[src/rtl/mem_arbiter.sv]
// Single-port RAM arbiter between the instruction-fill port and the data port.
// The data side wins ties. A starvation counter forces an instruction grant
// after STARVE_LIMIT back-to-back data completions while an instruction fill
// is pending. Each grant is followed by one IDLE cycle before the next.
module mem_arbiter #(
  parameter int ADDR_W       = 32,
  parameter int DATA_W       = 32,
  parameter int STARVE_LIMIT = 4
) (
  input  logic              CLK,
  input  logic              nRST,
  input  logic              iREN,
  input  logic [ADDR_W-1:0] iaddr,
  output logic              iwait,
  output logic [DATA_W-1:0] iload,
  input  logic              dREN,
  input  logic              dWEN,
  input  logic [ADDR_W-1:0] daddr,
  input  logic [DATA_W-1:0] dstore,
  output logic              dwait,
  output logic [DATA_W-1:0] dload,
  output logic              ramREN,
  output logic              ramWEN,
  output logic [ADDR_W-1:0] ramaddr,
  output logic [DATA_W-1:0] ramstore,
  input  logic [DATA_W-1:0] ramload,
  input  logic [1:0]        ramstate,
  output logic              ram_err
);

  localparam logic [1:0] RS_ACCESS = 2'd2;
  localparam logic [1:0] RS_ERROR  = 2'd3;
  localparam int         CW        = $clog2(STARVE_LIMIT + 1);
  localparam logic [CW-1:0] LIMIT  = CW'(STARVE_LIMIT);

  typedef enum logic [1:0] {IDLE, DGRANT, IGRANT} state_t;

  state_t        state, state_nxt;
  logic [CW-1:0] starve_cnt;
  logic          i_done, d_done;

  // State register; reset aborts any access in flight.
  always_ff @(posedge CLK or negedge nRST) begin
    if (!nRST) state <= IDLE;
    else       state <= state_nxt;
  end

  // Count data completions that happened while a fill was waiting; any cycle
  // without a fill request, or the fill completing, clears it.
  always_ff @(posedge CLK or negedge nRST) begin
    if (!nRST)                        starve_cnt <= '0;
    else if (!iREN || i_done)         starve_cnt <= '0;
    else if (d_done && starve_cnt != LIMIT) starve_cnt <= starve_cnt + CW'(1);
  end

  // Next-state and RAM/requester outputs. The granted side drives the RAM
  // live, so a dropped request pulls the strobes down in the same cycle.
  always_comb begin
    state_nxt = state;
    iwait     = 1'b1;
    dwait     = 1'b1;
    iload     = '0;
    dload     = '0;
    ramREN    = 1'b0;
    ramWEN    = 1'b0;
    ramaddr   = '0;
    ramstore  = '0;
    ram_err   = 1'b0;
    i_done    = 1'b0;
    d_done    = 1'b0;
    case (state)
      IDLE: begin
        if (iREN && starve_cnt == LIMIT) state_nxt = IGRANT;
        else if (dREN || dWEN)           state_nxt = DGRANT;
        else if (iREN)                   state_nxt = IGRANT;
      end
      DGRANT: begin
        ramREN   = dREN;
        ramWEN   = dWEN;
        ramaddr  = daddr;
        ramstore = dstore;
        if (!(dREN || dWEN)) begin
          state_nxt = IDLE;
        end else if (ramstate == RS_ACCESS) begin
          dwait     = 1'b0;
          dload     = ramload;
          d_done    = 1'b1;
          state_nxt = IDLE;
        end else if (ramstate == RS_ERROR) begin
          ram_err = 1'b1;
        end
      end
      IGRANT: begin
        ramaddr = iaddr;
        if (!iREN) begin
          state_nxt = IDLE;
        end else begin
          ramREN = 1'b1;
          if (ramstate == RS_ACCESS) begin
            iwait     = 1'b0;
            iload     = ramload;
            i_done    = 1'b1;
            state_nxt = IDLE;
          end else if (ramstate == RS_ERROR) begin
            ram_err = 1'b1;
          end
        end
      end
      default: state_nxt = IDLE;
    endcase
  end

endmodule
[config.mk]
export PLATFORM = sky130hd
export DESIGN_NAME = mem_arbiter
export DESIGN_NICKNAME = d
export VERILOG_FILES = /design/src/rtl/mem_arbiter.sv
export SDC_FILE = /design/constraint.sdc
export NUM_CORES = 1
export LEC_CHECK = 0
export CORE_AREA = 4 4 103 105
export CTS_BUF_LIST = sky130_fd_sc_hd__clkbuf_16
export CTS_CLUSTER_SIZE = 10
export DETAILED_ROUTE_END_ITERATION = 6
export DIE_AREA = 0 0 107 109
export DONT_BUFFER_PORTS = 1
export SLEW_MARGIN = 5
export SYNTH_ARGS = -nofsm -noshare
export SYNTH_HDL_FRONTEND = slang
export SYNTH_SLANG_ARGS = --single-unit
[constraint.sdc]
create_clock -name CLK -period 2.35 [get_ports CLK]
set_input_delay 0.47 -clock CLK [delete_from_list [all_inputs] [get_ports CLK]]
set_output_delay 0.47 -clock CLK [all_outputs]
set_load 0.02 [all_outputs]
# ---- Word level (Yosys, flattened, before mapping)
# Index checks and enable logic that the tools add are counted.
dict set report totals {
  in_bits 135
  reg_bits 5
}
dict set report classes {
  n_reduce_logical 7
  eq_ne 7
  addsub 1
  n_mux 34
}
# cell count
set op_table {}
lappend op_table {{$mux W32} 6}
lappend op_table {{$pmux W32 S2} 1}
lappend op_table {{$mux W1} 16}
lappend op_table {{$mux W2} 6}
lappend op_table {{$eq A2 B2 Y1 const B} 3}
lappend op_table {{$mux W3} 2}
lappend op_table {{$pmux W2 S3} 1}
lappend op_table {{$ne A4 B4 Y1 const B} 1}
lappend op_table {{$pmux W1 S2} 2}
lappend op_table {{$add A3 B1 Y3 const B} 1}
lappend op_table {{$eq A3 B3 Y1 const B} 1}
lappend op_table {{$ne A3 B3 Y1 const B} 1}
lappend op_table {{$eq A2 B1 Y1 const B} 1}
lappend op_table {{$logic_and A1 B1 Y1} 2}
lappend op_table {{$logic_not A2 Y1} 1}
lappend op_table {{$logic_or A1 B1 Y1} 2}
lappend op_table {{$reduce_bool A2 Y1} 1}
lappend op_table {{$logic_not A1 Y1} 1}

# ---- Longest topological paths before layout
dict set report depth {
  ltp_word 7
  mapped_depth 7
  depth_no_buf 5
}

# ---- Worst setup path after synthesis
# OpenSTA, ideal clock, no wires.
dict set report synth_timing {
  kind {reg2out}
  start {register state[0]}
  end {output ramaddr[10]}
  arrival_time_ns 1.495
  required_ns 1.880
  stages_incl_launch_ff 7
  path_slack_ns 0.385
  n_path_buf 2
  cell_sequence {dfrtp_1 inv_1 ha_1 buf_4 clkbuf_1 a22oi_1 nor2b_1}
}
dict set report synth_between {
  elab_chain_cells 2
  word_cells_on_any_way 3
}
# element line_no
set synth_lines {}
lappend synth_lines {{start, declared} 38} ;# state_t state, state_nxt;
lappend synth_lines {{start signal, assigned} 45} ;# else state <= state_nxt;
lappend synth_lines {{$eq A2 B2 Y1 or $eq A2 B1 Y1 (tied branches)} 71} ;# case (state)
lappend synth_lines {{$pmux W32 S2 (*)} 71}
lappend synth_lines {{end, declared} 24} ;# output logic [ADDR_W-1:0] ramaddr,
# Every way passes the cells marked *; elsewhere a longest branch is shown, timed or not.

# ---- Worst setup path in the final report
dict set report layout_timing {
  start {register state[0]}
  end {output ramaddr[21]}
}
# The elaborated chain is that of the path after synthesis.

==> metrics <==
Clock Path Buffers=2; Vias=~2000; sequential share of power=~5.2%; clk slew on worst S/H paths=~0.030 ns; total area of sequential cells=approximately 130 µm²; FF+latch count, synth=5; Post-synth EDFFs=0; DRC=0; Post-Route WL=between 7000 and 8000 µm; Worst VDD drop=0.302 mV; crit-path max FO=28; Int Power=around 0.001 W; final worst slack=roughly 0.14 ns; Seq/Total Area, Yosys=between 7 and 8%; Die H=around 110 µm; layout cells sized above 1=between 20% and 30%; commonest register cell after synthesis=dfrtp_1; Lkg Pwr=0.983 nW; gr usage total=approximately 11%; fin crit share=roughly 94%; Worst EP required=~1.9 ns; GPL Wtd Cong=~0.73; Initial Util=approximately 17%; antenna cells=0; Final Non-Filler Cells=about 400; Worst EP arrival=~1.7 ns; most common cell after layout, fill and taps aside=and2_1; Clock Power Share=about an eighth; Vias/cell=4.93; Slew Limit Fails=0; synth-to-layout area growth=31.4%; synthesized area per cell=between 6 and 7 µm²; WL per Instance=~20 µm; critical path's top delay family=buffers and inverters; Crit-path slowest cell=dfrtp_1; Hold Path Class=primary input to register; Clock Skew=about 0.00059 ns; Num CTS Buffers=3; Max-Cap Viols=0; largest net degree at the start of global routing=36; Worst-Margin Slew=approximately 0.44 ns; placed cells=between 300 and 400; CTS root buf=clkbuf_16; Final min period=~2.2 ns; Die ar.=around 12000 µm²; switching share of power=55.3%; first drt pass iteration count=4; worst skew pair latency=between 0.2 and 0.25 ns; Fmax=0.452 GHz; Setup crit end kind=primary output; Row Count=36; syn nets=about 380; Cell Area, Synth=approximately 1600 µm²; Post-CTS Setup Bufs=0; CP cell instances=inv_1 > ha_1 > buf_4 > a22oi_1 > nor2b_1 > buf_4; final setup fails=0; most frequent cells in the layout=and2_1, buf_4, nor2b_1, a22oi_1, and3_1; CTS sink cnt=5; pre-CTS setup slack=about 0.34 ns; Switch Pwr=around 0.0012 W; number of buffers and inverters on the critical path=3; TritonCTS clock tree=built; Comb pwr share=around 83%; die width=approximately 110 µm; Worst path max stage delay=0.40 ns; Filler cells=between 1000 and 1500; IO Port Bufs=0; crit path kind=register to primary output; Cell Pwr Density=between 1000 and 1500 nW/µm²; Syn Inst Count=between 200 and 250; initial antenna violation count=1; critical path launch point type=register; final net count=~410; Slew HR=between 60% and 70%; first-pass GRT wire length=roughly 10000 µm; multi-input logic area=1360 µm²; DRT iter0 DRCs=150; post-synth cell types=34; H-Tree Level Count=1; Boundary Pins=roughly 270; number of global-route vias before repair=~1800; status=complete, no violations; CP dominant cell by count=buf_4; Yosys warnings=0; ANT nets after route=0; Synth async-reset ratio=100%; Core ar.=9640 µm²; Final Hold Fails=0; grt total ovfl=0; Util after Layout=approximately 22%; hpwl dp=6800 µm
[layout make-up]
cell class	count	share of cell area [%]
clock inverters	1	0.176
clock buffers	3	3.52
multi-input cells	200	63.7
inverters	8	1.41
repair buffers	48	17.5
flip-flops and latches	5	5.87
well taps	133	7.81
[kinds of logic after synthesis]
family | after synthesis | share of synthesized area (%)
multiplexers | 2 | 1.23
flip-flops | 5 | 7.71
buffers and inverters | 32 | 8.79
AO/OA/AOI/OAI | 43 | 20.8
AND/OR/NAND/NOR | 149 | 56.8
adder cells (fa/ha/maj) | 6 | 4.63
[power groups by stage]
stage | Sequential (W) | Clock (W) | Combinational [W]
4_1_cts | 0.000116 | 0.000276 | 0.00184
5_1_grt | 0.000120 | 0.000280 | 0.00198
6_report | 0.000116 | 0.000270 | 0.00184
2_1_floorplan | 0.000114 | 0 | 0.00136
3_3_place_gp | 0.000116 | 0 | 0.00180
3_5_place_dp | 0.000117 | 0 | 0.00183
[through the flow]
step           TNS (ns)  hold WS (ns)  power (W)  area (µm²)
2_1_floorplan         0         0.174    0.00147        1620
3_3_place_gp          0         0.175    0.00192        2030
3_5_place_dp          0         0.175    0.00195        2030
4_1_cts               0         0.387    0.00223        2120
5_1_grt        -0.00342         0.397    0.00238        2130
6_report              0         0.393    0.00222        2130
[worst paths after layout]
kind | from | to | slack, ns | depth (start not counted)
worst max-delay path | state[0] | ramaddr[21] | 0.14 | 6
worst min-delay path | iREN | starve_cnt[2] | 0.39 | 2
worst max register to register | state[1] | starve_cnt[0] | 0.63 | 6
worst min register to register | starve_cnt[0] | starve_cnt[0] | 0.58 | 2
max in group asynchronous | nRST | starve_cnt[2] | 1.62 | 1
min in group asynchronous | nRST | state[1] | 0.54 | 1
[cell usage after synthesis, types with 2 or more instances]
library cell / n / share of area (%)
clkbuf_1: 10 / 2.3
nor2_1: 2 / 0.46
mux2i_1: 2 / 1.2
ha_1: 6 / 4.6
buf_4: 2 / 0.92
dfrtp_1: 5 / 7.7
nand3_1: 6 / 1.9
and2_1: 66 / 25
inv_1: 8 / 1.9
and3_1: 32 / 12
nand2_1: 2 / 0.46
buf_2: 9 / 2.8
a22oi_1: 32 / 15
nor2b_1: 33 / 13
clkbuf_2: 3 / 0.92
[timing repair]
| item | CTS | global route |
|---|---|---|
| hold buffers | 1 | 0 |
| resized for setup | 0 | 3 |
| endpoints found under the setup margin | 0 | 4 |
| endpoints found under the hold margin | 5 | 0 |
[state kept, by name, summed over array words and instances, names as in the netlist]
name	flops
starve_cnt	3
state	2
[routing by layer]
metal / part of all wire, % / track usage [%] / vias up
li1: - / - / 872
met1: 35 / 11.6 / 920
met5: 0.17 / 0 / -
met4: 0.37 / 2.28 / 2
met3: 11 / 3.32 / 4
met2: 53 / 22.0 / 165
(Power assumes the default switching activity.)
